<file path="config.mk">
export PLATFORM = sky130hd
export DESIGN_NAME = dmi_jtag_ctrl_q
export DESIGN_NICKNAME = d
export VERILOG_FILES = /design/src/rtl/dmi_jtag_ctrl_q_pkg.sv /design/src/rtl/dmi_jtag_ctrl_q_cmd_fifo.sv /design/src/rtl/dmi_jtag_ctrl_q.sv
export SDC_FILE = /design/constraint.sdc
export NUM_CORES = 1
export LEC_CHECK = 0
export CORE_AREA = 2 2 142 171
export DETAILED_ROUTE_END_ITERATION = 10
export DIE_AREA = 0 0 144 173
export GPL_ROUTABILITY_DRIVEN = 0
export PLACE_DENSITY = 0.79
export SLEW_MARGIN = 10
export SYNTH_ARGS = -nofsm -noshare
export SYNTH_HDL_FRONTEND = slang
export SYNTH_HIERARCHICAL = 1
export SYNTH_SLANG_ARGS = --single-unit
</file>
<file path="constraint.sdc">
create_clock -name clk_i -period 5.83 [get_ports clk_i]
set_input_delay 0.583 -clock clk_i [delete_from_list [all_inputs] [get_ports clk_i]]
set_output_delay 0.583 -clock clk_i [all_outputs]
set_load 0.05 [all_outputs]
</file>
<file path="src/rtl/dmi_jtag_ctrl_q_pkg.sv">
// -----------------------------------------------------------------------------
// dmi_jtag_ctrl_q_pkg
// Shared types and DR layout constants for the queued DMI request controller.
//   dtm_op_e      : DTM op encoding carried in the low bits of the DMI DR
//   dmi_error_e   : sticky error / response status encoding
//   dmi_state_e   : issue FSM states
//   DmiOp*/Dmi*   : field positions of {addr, data, op} inside the DR word
// -----------------------------------------------------------------------------
package dmi_jtag_ctrl_q_pkg;

  typedef enum logic [1:0] {
    DTM_NOP   = 2'h0,
    DTM_READ  = 2'h1,
    DTM_WRITE = 2'h2
  } dtm_op_e;

  typedef enum logic [1:0] {
    NoError  = 2'h0,
    Reserved = 2'h1,
    OpFailed = 2'h2,
    Busy     = 2'h3
  } dmi_error_e;

  typedef enum logic [1:0] {
    Idle     = 2'h0,
    Req      = 2'h1,
    WaitResp = 2'h2,
    Drain    = 2'h3
  } dmi_state_e;

  // DR word is {addr, data, op}; op and status share the low two bits.
  localparam int unsigned DmiOpWidth     = 2;
  localparam int unsigned DmiStatusWidth = 2;
  localparam int unsigned DmiDataLsb     = DmiOpWidth;

  function automatic int unsigned dmi_cmd_width(input int unsigned aw, input int unsigned dw);
    return aw + dw + DmiOpWidth;
  endfunction

  // Map a non-zero DMI response status onto the sticky error. The reserved
  // code 1 is reported to the debugger as a failed op.
  function automatic dmi_error_e status_to_error(input logic [1:0] status);
    dmi_error_e err;
    case (status)
      2'h0:    err = NoError;
      2'h3:    err = Busy;
      default: err = OpFailed;
    endcase
    return err;
  endfunction

endpackage

</file>
<file path="src/rtl/dmi_jtag_ctrl_q_cmd_fifo.sv">
// -----------------------------------------------------------------------------
// dmi_cmd_fifo
// Small command queue, no fall-through: a pushed word becomes visible at the
// head one cycle after the push. Flush empties the queue synchronously.
// Ports:
//   clk_i, rst_i   clock, synchronous active-high reset
//   flush_i        synchronous flush (pointers and level cleared)
//   push_i/data_i  write port (ignored when full)
//   pop_i          advance head (ignored when empty)
//   data_o         head entry
//   full_o/empty_o occupancy flags, derived from the registered level
//   level_o        occupancy 0..Depth
// -----------------------------------------------------------------------------
module dmi_cmd_fifo #(
  parameter int unsigned Width = 41,
  parameter int unsigned Depth = 4
) (
  input  logic                     clk_i,
  input  logic                     rst_i,
  input  logic                     flush_i,
  input  logic                     push_i,
  input  logic [Width-1:0]         data_i,
  input  logic                     pop_i,
  output logic [Width-1:0]         data_o,
  output logic                     full_o,
  output logic                     empty_o,
  output logic [$clog2(Depth):0]   level_o
);

  localparam int unsigned PtrW = $clog2(Depth);

  logic [Width-1:0] r_mem [Depth];
  logic [PtrW-1:0]  r_wptr;
  logic [PtrW-1:0]  r_rptr;
  logic [PtrW:0]    r_level;
  logic             w_do_push;
  logic             w_do_pop;

  assign full_o    = (r_level == (PtrW+1)'(Depth));
  assign empty_o   = (r_level == '0);
  assign w_do_push = push_i && !full_o;
  assign w_do_pop  = pop_i && !empty_o;
  assign data_o    = r_mem[r_rptr];
  assign level_o   = r_level;

  always_ff @(posedge clk_i) begin
    if (rst_i) begin
      for (int i = 0; i < int'(Depth); i++) r_mem[i] <= '0;
      r_wptr  <= '0;
      r_rptr  <= '0;
      r_level <= '0;
    end else if (flush_i) begin
      r_wptr  <= '0;
      r_rptr  <= '0;
      r_level <= '0;
    end else begin
      if (w_do_push) begin
        r_mem[r_wptr] <= data_i;
        r_wptr        <= r_wptr + PtrW'(1);
      end
      if (w_do_pop) begin
        r_rptr <= r_rptr + PtrW'(1);
      end
      case ({w_do_push, w_do_pop})
        2'b10:   r_level <= r_level + (PtrW+1)'(1);
        2'b01:   r_level <= r_level - (PtrW+1)'(1);
        default: r_level <= r_level;
      endcase
    end
  end

endmodule

</file>
<file path="src/rtl/dmi_jtag_ctrl_q.sv">
// -----------------------------------------------------------------------------
// dmi_jtag_ctrl_q
// Queued DMI request controller in the TCK domain, between the DTM DR shift
// logic and dmi_cdc. Commands shifted in on Update-DR are queued and issued
// one at a time; writes are posted, reads report busy on capture until their
// response arrives. dmireset clears the sticky error, dmihardreset flushes.
// Optional build macro: DMI_JTAG_Q_TIMEOUT_EN adds a response watchdog of
// TimeoutCycles cycles in WaitResp/Drain.
// Ports:
//   clk_i, rst_i                 TCK clock, synchronous active-high reset
//   update_dr_i, capture_dr_i    DR strobes with the DMI IR selected
//   cmd_i                        shifted DR {addr, data, op}
//   dmi_reset_i, dmi_hardreset_i dtmcs strobes
//   capture_o                    DR capture word {last_addr, last_data, status}
//   error_o                      sticky error to dtmcs.dmistat
//   req_*                        DMI request channel towards dmi_cdc
//   resp_*                       DMI response channel from dmi_cdc
//   level_o                      queue occupancy
// -----------------------------------------------------------------------------
module dmi_jtag_ctrl_q
  import dmi_jtag_ctrl_q_pkg::*;
#(
  parameter int unsigned AddrWidth     = 7,
  parameter int unsigned DataWidth     = 32,
  parameter int unsigned Depth         = 4,
  parameter int unsigned TimeoutCycles = 1024
) (
  input  logic                              clk_i,
  input  logic                              rst_i,
  input  logic                              update_dr_i,
  input  logic                              capture_dr_i,
  input  logic [AddrWidth+DataWidth+1:0]    cmd_i,
  input  logic                              dmi_reset_i,
  input  logic                              dmi_hardreset_i,
  output logic [AddrWidth+DataWidth+1:0]    capture_o,
  output logic [1:0]                        error_o,
  output logic                              req_valid_o,
  input  logic                              req_ready_i,
  output logic [AddrWidth-1:0]              req_addr_o,
  output logic [DataWidth-1:0]              req_data_o,
  output logic [1:0]                        req_op_o,
  input  logic                              resp_valid_i,
  output logic                              resp_ready_o,
  input  logic [DataWidth-1:0]              resp_data_i,
  input  logic [1:0]                        resp_status_i,
  output logic [$clog2(Depth):0]            level_o
);

  localparam int unsigned CmdWidth = dmi_cmd_width(AddrWidth, DataWidth);

  if ((Depth < 2) || ((Depth & (Depth - 1)) != 0)) begin : g_bad_depth
    $error("dmi_jtag_ctrl_q: Depth must be a power of two >= 2");
  end
  if (TimeoutCycles < 1) begin : g_bad_timeout
    $error("dmi_jtag_ctrl_q: TimeoutCycles must be >= 1");
  end

  dmi_state_e             r_state;
  logic                   r_req_valid;
  logic [AddrWidth-1:0]   r_req_addr;
  logic [DataWidth-1:0]   r_req_data;
  dtm_op_e                r_req_op;
  logic [AddrWidth-1:0]   r_last_addr;
  logic [DataWidth-1:0]   r_last_data;
  dmi_error_e             r_error;
  logic [CmdWidth-1:0]    r_capture;
  logic [$clog2(Depth):0] r_read_cnt;

  dtm_op_e                w_upd_op;
  logic                   w_upd_accept;
  logic                   w_push;
  logic                   w_drop;
  logic                   w_pop;
  logic                   w_resp_taken;
  logic                   w_to_hit;
  logic                   w_cap_busy;
  logic                   w_full;
  logic                   w_empty;
  logic [CmdWidth-1:0]    w_head;
  logic [$clog2(Depth):0] w_level;

  assign w_upd_op = dtm_op_e'(cmd_i[DmiOpWidth-1:0]);

  // Hardreset and a non-zero sticky error both swallow the update; NOP never queues.
  assign w_upd_accept = update_dr_i && !dmi_hardreset_i && (r_error == NoError) &&
                        ((w_upd_op == DTM_READ) || (w_upd_op == DTM_WRITE));
  assign w_push       = w_upd_accept && !w_full;
  assign w_drop       = w_upd_accept && w_full;
  assign w_resp_taken = (r_state == WaitResp) && resp_valid_i && !dmi_hardreset_i;
  assign w_cap_busy   = capture_dr_i && (r_read_cnt != '0);

`ifdef DMI_JTAG_Q_TIMEOUT_EN
  localparam int unsigned ToW = $clog2(TimeoutCycles + 1);
  logic [ToW-1:0] r_to_cnt;

  assign w_to_hit = ((r_state == WaitResp) || (r_state == Drain)) && !resp_valid_i &&
                    !dmi_hardreset_i && (r_to_cnt == ToW'(TimeoutCycles - 1));

  // Watchdog: counts waiting cycles, cleared whenever the wait is left or restarted.
  always_ff @(posedge clk_i) begin
    if (rst_i) begin
      r_to_cnt <= '0;
    end else if (dmi_hardreset_i || w_to_hit ||
                 !((r_state == WaitResp) || (r_state == Drain))) begin
      r_to_cnt <= '0;
    end else begin
      r_to_cnt <= r_to_cnt + ToW'(1);
    end
  end
`else
  assign w_to_hit = 1'b0;
`endif

  // Only a watchdog expiry in WaitResp retires the head; in Drain it was already flushed.
  assign w_pop = w_resp_taken || (w_to_hit && (r_state == WaitResp));

  dmi_cmd_fifo #(
    .Width (CmdWidth),
    .Depth (Depth)
  ) u_cmd_fifo (
    .clk_i   (clk_i),
    .rst_i   (rst_i),
    .flush_i (dmi_hardreset_i),
    .push_i  (w_push),
    .data_i  (cmd_i),
    .pop_i   (w_pop),
    .data_o  (w_head),
    .full_o  (w_full),
    .empty_o (w_empty),
    .level_o (w_level)
  );

  // Issue FSM: registers the head into the request fields and tracks the response.
  always_ff @(posedge clk_i) begin
    if (rst_i) begin
      r_state     <= Idle;
      r_req_valid <= 1'b0;
      r_req_addr  <= '0;
      r_req_data  <= '0;
      r_req_op    <= DTM_NOP;
      r_last_addr <= '0;
      r_last_data <= '0;
    end else if (dmi_hardreset_i) begin
      // Dropping valid mid-request is intentional; dmi_cdc is flushed alongside.
      r_req_valid <= 1'b0;
      case (r_state)
        WaitResp: r_state <= Drain;
        Drain:    r_state <= Drain;
        default:  r_state <= Idle;
      endcase
    end else begin
      case (r_state)
        Idle: begin
          if (!w_empty) begin
            r_state     <= Req;
            r_req_valid <= 1'b1;
            r_req_addr  <= w_head[CmdWidth-1 -: AddrWidth];
            r_req_data  <= w_head[DmiDataLsb +: DataWidth];
            r_req_op    <= dtm_op_e'(w_head[DmiOpWidth-1:0]);
          end else begin
            r_state <= Idle;
          end
        end
        Req: begin
          if (req_ready_i) begin
            r_state     <= WaitResp;
            r_req_valid <= 1'b0;
          end else begin
            r_state <= Req;
          end
        end
        WaitResp: begin
          if (resp_valid_i) begin
            if ((r_req_op == DTM_READ) && (resp_status_i == 2'h0)) begin
              r_last_addr <= r_req_addr;
              r_last_data <= resp_data_i;
            end
            r_state <= Idle;
          end else if (w_to_hit) begin
            r_state <= Idle;
          end else begin
            r_state <= WaitResp;
          end
        end
        Drain: begin
          if (resp_valid_i || w_to_hit) begin
            r_state <= Idle;
          end else begin
            r_state <= Drain;
          end
        end
        default: begin
          r_state     <= Idle;
          r_req_valid <= 1'b0;
        end
      endcase
    end
  end

  // Number of READs queued or in flight; the in-flight op stays at the head until popped.
  always_ff @(posedge clk_i) begin
    if (rst_i || dmi_hardreset_i) begin
      r_read_cnt <= '0;
    end else begin
      case ({w_push && (w_upd_op == DTM_READ), w_pop && (r_req_op == DTM_READ)})
        2'b10:   r_read_cnt <= r_read_cnt + ($clog2(Depth)+1)'(1);
        2'b01:   r_read_cnt <= r_read_cnt - ($clog2(Depth)+1)'(1);
        default: r_read_cnt <= r_read_cnt;
      endcase
    end
  end

  // Sticky error: first error wins until a clear; clears beat any same-cycle setter.
  always_ff @(posedge clk_i) begin
    if (rst_i) begin
      r_error <= NoError;
    end else if (dmi_reset_i || dmi_hardreset_i) begin
      r_error <= NoError;
    end else if (r_error == NoError) begin
      if (w_drop || w_cap_busy) begin
        r_error <= Busy;
      end else if (w_resp_taken && (resp_status_i != 2'h0)) begin
        r_error <= status_to_error(resp_status_i);
      end else if (w_to_hit) begin
        r_error <= OpFailed;
      end else begin
        r_error <= r_error;
      end
    end else begin
      r_error <= r_error;
    end
  end

  // DR capture word; a pending READ reports busy in the same capture.
  always_ff @(posedge clk_i) begin
    if (rst_i) begin
      r_capture <= '0;
    end else if (capture_dr_i) begin
      r_capture <= {r_last_addr, r_last_data, (w_cap_busy ? Busy : r_error)};
    end else begin
      r_capture <= r_capture;
    end
  end

  assign capture_o    = r_capture;
  assign error_o      = r_error;
  assign req_valid_o  = r_req_valid;
  assign req_addr_o   = r_req_addr;
  assign req_data_o   = r_req_data;
  assign req_op_o     = r_req_op;
  assign resp_ready_o = 1'b1;
  assign level_o      = w_level;

endmodule

</file>
# Yosys cells after proc, flatten, opt, wreduce, memory -nomap -nowiden
# Memory sizes are Yosys's and may differ from the RTL's. A register that Yosys moved wholly into a read port is not among the register bits.
# Cells that the tools add are included.
# W data, S select, Z words.
word_totals:
  memories: 1
  reg_bits: 95
  elab_cells: 97
  ram_bits: 164
op_classes:
  add_sub_neg: 6
  eq_ne: 14
  bitwise: 2
  mux: 25
  reduce_logical: 39
memory_table:
  columns: ["name", "words", "width", "read_ports", "rd_clocked_by_memory_dff", "write_ports", "line_no", "text"]
  rows:
  - ["u_cmd_fifo.r_mem", 4, 41, 1, 1, 4, "dmi_jtag_ctrl_q_cmd_fifo.sv:32", "logic [Width-1:0] r_mem [Depth];"]
ops:
  columns: ["cell", "n"]
  rows:
  - ["$mux W41", 1]
  - ["$reduce_or A41 Y1", 1]
  - ["$mux W2", 9]
  - ["$logic_and A1 B1 Y1", 14]
  - ["$eq A2 B2 Y1 const B", 6]
  - ["$pmux W3 S2", 2]
  - ["$eq A2 B1 Y1 const B", 5]
  - ["$mux W1", 10]
  - ["$reduce_bool A2 Y1", 5]
  - ["$pmux W2 S4", 1]
  - ["$add A3 B1 Y3 const B", 2]
  - ["$logic_not A2 Y1", 3]
  - ["$reduce_and A3 Y1", 2]
  - ["$reduce_or A2 Y1", 3]
  - ["$sub A3 B1 Y3 const B", 2]
  - ["$add A2 B1 Y2 const B", 2]
  - ["$logic_or A1 B1 Y1", 4]
  - ["$ne A2 B2 Y1 const B", 2]
  - ["$pmux W2 S2", 1]
  - ["$reduce_and A4 Y1", 1]
  - ["$eq A3 B3 Y1 const B", 1]
  - ["$logic_not A1 Y1", 3]
  - ["$logic_not A3 Y1", 1]
  - ["$reduce_bool A3 Y1", 1]
  - ["3 further kinds", 4]

# Logic depth before layout (Yosys ltp)
# Gate-level depths: netlist (run 1).
depth:
  depth_word: 12
  depth_mapped: 10
  mapped_depth_nobuf: 10

# Modules after synthesis
# Netlist (run 1), hierarchy kept.
modules_own_cells:
  columns: ["mod", "instances", "area_per_inst_um2", "seq_area_each_um2", "cells_each"]
  rows:
  - ["dmi_cmd_fifo", 1, 7538.5, 5104.9, 451]
  - ["dmi_jtag_ctrl_q", 1, 5048.6, 2582.5, 543]

# Least setup slack after synthesis (run 1)
# Ideal clock, no wire load.
synth_timing:
  path_type: "input -> register"
  from: "in dmi_hardreset_i"
  to: "mem u_cmd_fifo.r_mem[3][0], enable pin"
  setup_slack_ps: 394
  path_stages: 5
  n_path_buf: 1
  required_time_ps: 5328
  setup_time_ps: 502
  arrival_ps: 4934
  cell_sequence: "clkbuf_1 > or4b_1 > nor3_1 > or2b_1 > o31ai_1"
synth_rtl:
  columns: ["element", "line_no", "text"]
  rows:
  - ["from (decl)", "dmi_jtag_ctrl_q.sv:34", "input logic dmi_hardreset_i,"]
  - ["to (decl)", "dmi_jtag_ctrl_q_cmd_fifo.sv:32", null]

==> results of run 1 <==
synthesized netlist by cell type (all sizes together), types with 3 or more instances:
library cell,number
nor2,49
o21ai,11
buf,23
nor4,4
edfxtp,164
mux4,41
mux2i,81
nand2,87
a21oi,52
clkbuf,42
or3,5
or2,4
ha,3
inv,16
nand2b,79
dfxtp,138
o31ai,3
and2,164
nor3,5
xor2,5
sequential cells by signal, indices dropped and copies added, names as in the netlist, named ones only:
signal              flops
capture_o              41
req_data_o             32
u_cmd_fifo/level_o      3
r_last_addr             7
r_last_data            32
req_op_o                2
req_addr_o              7
r_read_cnt              3
u_cmd_fifo/r_wptr       2
u_cmd_fifo/r_rptr       2
error_o                 2
req_valid_o             1
u_cmd_fifo/r_mem      164
r_state                 2
worst min path at each step:
stage | from | to | slack (ns) | cells past startpoint
final | req_data_o[5] | req_data_o[5] | 0.45 | 2
after global routing | req_data_o[24] | req_data_o[24] | 0.48 | 2
after CTS | req_data_o[0] | req_data_o[0] | 0.46 | 2
after detailed placement | req_data_o[13] | req_data_o[13] | 0.45 | 2
after global placement | req_data_o[0] | req_data_o[0] | 0.44 | 2
after floorplan | r_last_data[14] | r_last_data[14] | 0.45 | 2
final cells by class:
class / instances / area share (%)
sequential: 302 / 49.3
multi-input combinational: 611 / 29.5
timing repair buffer: 182 / 11.4
clock buffer: 33 / 4.88
tap: 315 / 2.53
clock inverter: 21 / 1.98
inverter: 16 / 0.385
antenna: 1 / 0.0160
per-layer routing:
layer	track usage, %	vias to the layer above
met1	26.8	3793
met4	6.25	0
met2	36.1	257
met3	3.93	42
met5	0	-
li1	-	3730
worst register-to-register path, stage by stage (launching register included):
cell and delay (ns):
dfxtp_1 0.36, or4b_1 0.58, nor3_1 0.42, or3b_4 0.49
nor4b_4 0.24, or2_2 0.68, buf_4 0.30
stage by stage:
stage                     cells  setup slack (ns)
after floorplan             994             0.394
after global placement     1426              1.54
after detailed placement   1426              1.50
after CTS                  1480              1.96
after global routing       1480              1.80
final                      1481              1.94
logic make-up (layout without fill, tap and decap cells):
group / after synthesis / count (layout) / synth area share (%)
compound gates: 72 / 72 / 3.03
xor+xnor: 5 / 5 / 0.348
fa+ha+maj: 5 / 5 / 0.616
buf+inv: 81 / 252 / 2.70
flops: 302 / 302 / 61.1
mux: 122 / 122 / 13.8
other cells: 1 / 2 / 0.0298
simple gates: 406 / 406 / 18.4
report_power, final:
| group | switching [mW] | total (mW) | internal (mW) |
|---|---|---|---|
| Combinational | 0.110 | 0.210 | 0.0997 |
| Clock | 0.783 | 2.07 | 1.29 |
| Sequential | 0.0162 | 2.30 | 2.29 |
==> flow_summary.toml, run 1 <==
[global_routing]
grt_pass1_vias = 7931
overflow_left_after_global_routing = 0
grt_max_degree = 91
number_of_antenna_violations_at_the_first_check_in_global_routing = 1
grt_first_pass_wirelength_um = 41000
grt_usage_pct = 20.9

[synth]
netlist_instances = 994
ys_top_cells_by_area = "edfxtp_1 (39%), dfxtp_1 (22%), mux4_2 (7.3%), and2_1 (6.7%), mux2i_1 (6.4%)"
syn_area_per_cell_um2 = 12.7
synth_cell_type_count = 42
async_flop_share_pct = 0
ys_dominant_reg_cell = "edfxtp_1"
synth_top_area_share_pct = 39.1
yosysWarningCount = 6
synth.ff_latch_count = 302
post_synth_instance_area_um2 = 12600
netlist.top_cell.by_area = "edfxtp_1"
share_of_synthesized_area_occupied_by_flip_flops_and_latches_pct = 61.1
synth_enable_flop_cells = 164
synthesis.nets = 1082

[timing]
rsz0062_at_grt = "no"
setup_tns_ns = 0
worst_case_hold_slack_ns = 0.454
setup_violating_endpoint_count_in_the_final_report = 0
timing.slew.headroom_pct = 24.3
final_max_slew_viol_count = 0
max_slew.worst_pin.slew_ns = 1.14
clock-skew-final_ns = 0.00944
fin_crit_sh_pct = 66.6
timing_hold_violations_final = 0
maxClockFrequency_mhz = 257
period_minus_slack_ns = 3.89

[worst_setup_path]
critical_path_buf_inv_count = 2
critPathLaunchType = "primary input"
slowest_delay_ns = 0.75
crit_slowest_cell = "clkdlybuf4s50_1"
setup.worst_path.class = "in -> reg"
worstPathCellList = "clkdlybuf4s50_1, or4b_1, nor3_1, or3b_4, nor4b_4, or2_2, buf_4"
critPathMaxFanout = 28
worst_path_dominant_cell_family = "simple AND/OR/NAND/NOR gates"
critPathCaptureType = "register"
worst-r2r-setup-slack_ns = 2.47
critPathLaunch = "dmi_hardreset_i"
endpoint_of_the_worst_register_to_register_path = "u_cmd_fifo/r_mem[2][4]"
reg2reg_from = "error_o[1]"
cp_num_cells = 7
r2r.worst_path.cells = 6
worst_ep_required_time_ns = 6.08
critPathArrivalTime_ns = 4.13
critical_path.endpoint = "u_cmd_fifo/r_mem[2][4]"

[floorplan]
row_count = 61
core_area_um2 = 23100
die_width_um = 144
initial_utilization_pct = 54.4
die_y_um = 173
io_pins = 172
fp.dieArea_um2 = 24900

[final_layout]
layout.cells.most_common_list = "clkdlybuf4s50_1 (168), edfxtp_1 (164), dfxtp_1 (136), and2_1 (134), nand2_1 (87)"
n_fill_cell = 1685
syn2layout_area_growth_pct = 23.9
design_area_um2 = 15600
finalCoreUtilization_pct = 67.4
design.final.nets = 1230
post_route_cells_drive_above_1_share_pct = 12.7
leading_cell_type_in_the_layout_fill_and_taps_excluded = "clkdlybuf4s50_1"
multiInputGateArea_um2 = 4590
sequential_cell_area_um2 = 7690

[drt]
final_antenna_net_count = 0
routed_via_density = 5.28
detail_route.first_pass.iterations = 5
met3RoutedLength_um = 1910
routed-wl-met2_um = 13000
maxUsedRoutingLayer = "met4"
num_vias = 7822
wire_length_per_cell_um = 17.9
totalWireLength_um = 26500
initialDrtViolationCount = 406
met1Wirelength_um = 11000
drcViolationCount = 0

[place]
io_buffers = 170
place.detailed.hpwl_um = 15800
dpl_cell_area_um2 = 14500

[power]
total_leakage_power_nw = 5.50
p_per_area_nw_per_um2 = 294
ir_drop_mv = 0.275
fin_total_pwr_mw = 4.59

[status]
status = "complete, no violations"

[clocking]
cts_sinks = 302
cts.htree.levels = 1
clock_path_buffers = 3
clkTransAtPathRegs_ns = 0.06
cts_hold_buffers = 0
cts_root_buffer = "clkbuf_16"
postCtsResizedCells = 0
clock_network_latency_to_the_later_pin_of_the_worst_skew_pair_ns = 0.54
post-cts-setup-buffers = 0
tritoncts = "built"
cts_made_buffers = 29

[run]
max-cap-violations = 0

[worst_hold_path]
timing.hold.worst.class = "reg -> reg"
No activity file was read; power rests on OpenSTA's default activity.
==> run 2: changes to the inputs <==
--- a/config.mk
+++ b/config.mk
@@ -5,11 +5,11 @@
 export SDC_FILE = /design/constraint.sdc
 export NUM_CORES = 1
 export LEC_CHECK = 0
-export CORE_AREA = 2 2 142 171
+export CORE_AREA = 2 2 148 179
 export DETAILED_ROUTE_END_ITERATION = 10
-export DIE_AREA = 0 0 144 173
+export DIE_AREA = 0 0 150 181
 export GPL_ROUTABILITY_DRIVEN = 0
-export PLACE_DENSITY = 0.79
+export PLACE_DENSITY = 0.76
 export SLEW_MARGIN = 10
 export SYNTH_ARGS = -nofsm -noshare
 export SYNTH_HDL_FRONTEND = slang
==> constraint.sdc (replaced) <==
create_clock -name clk_i -period 3.32 [get_ports clk_i]
set_input_delay 0.332 -clock clk_i [delete_from_list [all_inputs] [get_ports clk_i]]
set_output_delay 0.332 -clock clk_i [all_outputs]
set_load 0.05 [all_outputs]
==> flow_summary.toml, run 2 (synthesized netlist as in run 1, its figures left out) <==
[status]
status = "complete, no violations"

[timing]
worst_case_hold_slack_ns = 0.169
rsz0062_at_grt = "no"
final_max_slew_viol_count = 0
maxClockFrequency_mhz = 370
clock-skew-final_ns = 0.0148
fin_crit_sh_pct = 81.4
timing.slew.headroom_pct = 21.9
max_slew.worst_pin.slew_ns = 1.17
period_minus_slack_ns = 2.70
setup_tns_ns = 0
setup_violating_endpoint_count_in_the_final_report = 0
timing_hold_violations_final = 0
finalWorstSetupSlack_ns = 0.616

[clocking]
cts.htree.levels = 1
clkTransAtPathRegs_ns = 0.06
clock_path_buffers = 3
clock_network_latency_to_the_later_pin_of_the_worst_skew_pair_ns = 0.56
cts_hold_buffers = 0
cts_root_buffer = "clkbuf_16"
tritoncts = "built"
cts_made_buffers = 30
postCtsResizedCells = 0
post-cts-setup-buffers = 0
cts_sinks = 302

[drt]
routed_via_density = 5.22
final_antenna_net_count = 0
detail_route.first_pass.iterations = 4
num_vias = 7870
drcViolationCount = 0
wire_length_per_cell_um = 17.9
initialDrtViolationCount = 418
totalWireLength_um = 27000

[worst_setup_path]
endpoint_of_the_worst_register_to_register_path = "u_cmd_fifo/r_mem[2][17]"
critPathLaunch = "error_o[1]"
critPathMaxFanout = 41
worst_ep_required_time_ns = 3.74
critPathCaptureType = "register"
setup.worst_path.class = "reg -> reg"
critPathArrivalTime_ns = 3.12
reg2reg_from = "error_o[1]"
worst-r2r-setup-slack_ns = 0.62
r2r.worst_path.cells = 7
critPathLaunchType = "register"

[floorplan]
die_width_um = 150
row_count = 64
initial_utilization_pct = 49.7
io_pins = 172
core_area_um2 = 25300
fp.dieArea_um2 = 27200
die_y_um = 181

[worst_hold_path]
hold_end = "req_data_o[9]"
whs_path_depth = 2
holdCritStartpoint = "rst_i"
timing.hold.worst.class = "in -> reg"

[final_layout]
diodes = 0
biggest_register = "u_cmd_fifo/r_mem"
design_area_um2 = 15800
post_route_cells_drive_above_1_share_pct = 13.9
finalCoreUtilization_pct = 62.2
syn2layout_area_growth_pct = 25.1
design.final.nets = 1241
n_fill_cell = 1964
largest_register_ffs = 164
layout.cells.most_common_list = "clkdlybuf4s50_1 (168), edfxtp_1 (164), dfxtp_1 (136), and2_1 (134), nand2_1 (87)"
leading_cell_type_in_the_layout_fill_and_taps_excluded = "clkdlybuf4s50_1"
finish.cell_count_without_fillers = 1507

[global_routing]
overflow_left_after_global_routing = 0
number_of_antenna_violations_at_the_first_check_in_global_routing = 0
grt_pass1_vias = 7919
grt_usage_pct = 19.8
grt_first_pass_wirelength_um = 42300
grt_max_degree = 102

[power]
ir_drop_mv = 0.381
p_per_area_nw_per_um2 = 499
fin_total_pwr_mw = 7.86
total_leakage_power_nw = 5.56

[place]
dpl_cell_area_um2 = 14700
dpl_worst_slack_ns = 0.205
place.detailed.hpwl_um = 16500
post-place-cells = 1451
io_buffers = 170

[run]
max-cap-violations = 0
## run 2: cell count changes in the layout (fill, tap and decap cells not counted), moves of 2 or more
cell,before,now
buf_12,0,8
buf_4,13,15
bufinv_16,8,1
clkbuf_16,29,33
clkinv_1,4,0
clkinv_4,0,3
clkinvlp_4,2,6
## run 2: how the worst max path moves through the flow
stage,endpoint,slack (ns),cells past startpoint
4_1_cts,u_cmd_fifo/r_mem[2][18],0.63,7
6_report,u_cmd_fifo/r_mem[2][17],0.62,7
3_5_place_dp,u_cmd_fifo/r_mem[2][17],0.20,8
2_1_floorplan,u_cmd_fifo/r_mem[3][0],0.09,4
3_3_place_gp,u_cmd_fifo/r_mem[2][19],0.27,8
5_1_grt,u_cmd_fifo/level_o[2],0.51,11
## run 2: per-layer routing
layer  vias to the layer above  global-route usage (%)  wire [um]
met5                         -                       0          0
met4                         0                    5.58        605
met3                        45                    3.64       1810
met2                       220                    34.0      13200
met1                      3851                    25.7      11400
li1                       3754                       -          -
## run 2: critical path, stage by stage (launching register included)
cell,delay (ns)
dfxtp_1,0.36
or4b_1,0.57
nor3_1,0.15
buf_4,0.15
or3b_4,0.43
nor4b_4,0.24
buf_4,0.43
and2_2,0.22
## run 2: where the power goes
group / switching [mW] / internal [mW] / total (mW) / leakage [nW]
combinational: 0.199 / 0.192 / 0.391 / 2.27
sequential: 0.0266 / 4.02 / 4.04 / 2.80
clock: 1.46 / 1.96 / 3.43 / 0.493
## run 2: final cells by class
type	count	area, um^2	area share, %
clock buffers	38	875	5.55
clock inverters	18	153	0.969
inverters	16	60.1	0.381
multi-input cells	611	4600	29.2
flip-flops and latches	302	7690	48.8
well taps	330	413	2.62
repair buffers	192	1960	12.4
==> run 3: changes to the inputs <==
--- a/config.mk
+++ b/config.mk
@@ -5,11 +5,11 @@
 export SDC_FILE = /design/constraint.sdc
 export NUM_CORES = 1
 export LEC_CHECK = 0
-export CORE_AREA = 2 2 148 179
+export CORE_AREA = 2 2 142 171
 export DETAILED_ROUTE_END_ITERATION = 10
-export DIE_AREA = 0 0 150 181
+export DIE_AREA = 0 0 144 173
 export GPL_ROUTABILITY_DRIVEN = 0
-export PLACE_DENSITY = 0.76
+export PLACE_DENSITY = 0.79
 export SLEW_MARGIN = 10
 export SYNTH_ARGS = -nofsm -noshare
 export SYNTH_HDL_FRONTEND = slang
==> constraint.sdc (replaced) <==
create_clock -name clk_i -period 2.6 [get_ports clk_i]
set_input_delay 0.26 -clock clk_i [delete_from_list [all_inputs] [get_ports clk_i]]
set_output_delay 0.26 -clock clk_i [all_outputs]
set_load 0.05 [all_outputs]
==> flow_summary.toml, run 3 (synthesized netlist as in run 1, its figures left out) <==
[timing]
fin_crit_sh_pct = 96.8
clock-skew-final_ns = 0.0107
maxClockFrequency_mhz = 397
timing_hold_violations_final = 0
timing.slew.headroom_pct = 52.1
period_minus_slack_ns = 2.52
rsz0062_at_grt = "no"
setup_violating_endpoint_count_in_the_final_report = 0
finalWorstSetupSlack_ns = 0.0827
max_slew.worst_pin.slew_ns = 0.712
final_max_slew_viol_count = 0

[drt]
initialDrtViolationCount = 549
wire_length_per_cell_um = 17.9
drcViolationCount = 0
detail_route.first_pass.iterations = 5
final_antenna_net_count = 0
routed_via_density = 5.24
totalWireLength_um = 27100
num_vias = 7937

[worst_hold_path]
whs_path_depth = 3
timing.hold.worst.class = "in -> reg"
holdCritStartpoint = "capture_dr_i"
hold_end = "capture_o[21]"

[worst_setup_path]
critPathArrivalTime_ns = 3.00
endpoint_of_the_worst_register_to_register_path = "u_cmd_fifo/level_o[2]"
reg2reg_from = "error_o[1]"
critPathMaxFanout = 5
worst-r2r-setup-slack_ns = 0.08
r2r.worst_path.cells = 9
critPathCaptureType = "register"
worst_ep_required_time_ns = 3.08
critPathLaunchType = "register"
setup.worst_path.class = "reg -> reg"

[final_layout]
design_area_um2 = 16000
layout.cells.most_common_list = "clkdlybuf4s50_1 (168), edfxtp_1 (164), and2_1 (134), dfxtp_1 (131), nand2_1 (87)"
post_route_cells_drive_above_1_share_pct = 16.3
multiInputGateArea_um2 = 4620
n_fill_cell = 1606
design.final.nets = 1263
largest_register_ffs = 164
finish.cell_count_without_fillers = 1514
sequential_cell_area_um2 = 7700
diodes = 0
leading_cell_type_in_the_layout_fill_and_taps_excluded = "clkdlybuf4s50_1"
syn2layout_area_growth_pct = 27.5
biggest_register = "u_cmd_fifo/r_mem"

[clocking]
tritoncts = "built"
cts_root_buffer = "clkbuf_16"
clock_network_latency_to_the_later_pin_of_the_worst_skew_pair_ns = 0.55
clock_path_buffers = 3
clkTransAtPathRegs_ns = 0.06
cts_made_buffers = 30
cts.htree.levels = 1
cts_sinks = 302

[global_routing]
grt_usage_pct = 21.7
grt_first_pass_wirelength_um = 42300
grt_max_degree = 152
number_of_antenna_violations_at_the_first_check_in_global_routing = 1
grt_pass1_vias = 8031
overflow_left_after_global_routing = 0

[power]
total_leakage_power_nw = 5.73
fin_total_pwr_mw = 10.3
ir_drop_mv = 0.522
p_per_area_nw_per_um2 = 640

[floorplan]
initial_utilization_pct = 54.4
die_width_um = 144
io_pins = 172
row_count = 61
fp.dieArea_um2 = 24900
die_y_um = 173
core_area_um2 = 23100

[place]
place.detailed.hpwl_um = 17000
dpl_worst_slack_ns = -0.177
dpl_cell_area_um2 = 15000
io_buffers = 170
post-place-cells = 1458

[status]
status = "complete, no violations"

[run]
max-cap-violations = 0
run 3: changes by cell type in the layout (fill, tap and decap cells not counted), moves of 2 or more:
cell,delta
buf_12,+6
buf_4,+16
bufinv_16,+5
clkbuf_16,-2
clkbuf_4,+3
clkbuf_8,-3
clkinv_2,+5
clkinv_4,-2
clkinvlp_4,-4
dfxtp_1,-5
dfxtp_2,+3
dfxtp_4,+2
or2_2,-2
or2_4,+2
run 3: repair_timing:
action,in CTS,in global routing
hold buffers,0,0
setup endpoints to repair,0,1
buffers inserted,0,0
resized for setup,0,3
run 3: metal layers:
metal	share of wire, %	routed length, um	vias up	track usage (%)
li1	-	-	3801	-
met1	42	11300	3815	29.3
met2	48	13000	282	35.5
met3	8.6	2340	37	5.21
met4	1.6	444	2	5.68
met5	0.026	7	-	0
run 3: per-stage QoR:
| stage | utilization (%) | hold WS (ns) | setup TNS (ns) |
|---|---|---|---|
| floorplan | - | 0.415 | -16.10 |
| global placement | 64.7 | 0.442 | -13.23 |
| detailed placement | 64.7 | 0.449 | -24.79 |
| CTS | 69.3 | 0.0787 | 0 |
| global route | 69.4 | 0.0885 | 0 |
| finish | 69.4 | 0.0896 | 0 |
run 3: final cells by class:
cell class,count,area share [%]
flip-flops and latches,302,48.0
multi-input cells,611,28.8
repair buffers,214,13.7
clock buffers,37,5.05
well taps,315,2.46
clock inverters,19,1.58
inverters,16,0.374
run 3: power by group:
group	switching, mW	internal, mW	leakage [nW]
sequential	0.0358	5.13	2.80
combinational	0.257	0.264	2.40
clock	1.78	2.81	0.531
run 3: critical path, cell delays in order, from the launching register on:
cell and delay [ns]:
dfxtp_4 0.37, or4b_4 0.56, nor3_4 0.19, or2b_1 0.28, ha_2 0.20, inv_1 0.07
fa_2 0.20, xor2_1 0.10, or3_1 0.33, a21oi_2 0.15
run 3: worst max-delay path by stage:
stage	from	endpoint	slack, ns
2_1_floorplan	error_o[1]	u_cmd_fifo/r_mem[3][0]	-0.33
6_report	error_o[1]	u_cmd_fifo/level_o[2]	0.08
3_3_place_gp	dmi_hardreset_i	u_cmd_fifo/r_mem[2][30]	-0.15
5_1_grt	error_o[1]	u_cmd_fifo/level_o[2]	0.02
4_1_cts	error_o[1]	u_cmd_fifo/level_o[2]	0.06
3_5_place_dp	dmi_hardreset_i	u_cmd_fifo/level_o[2]	-0.18
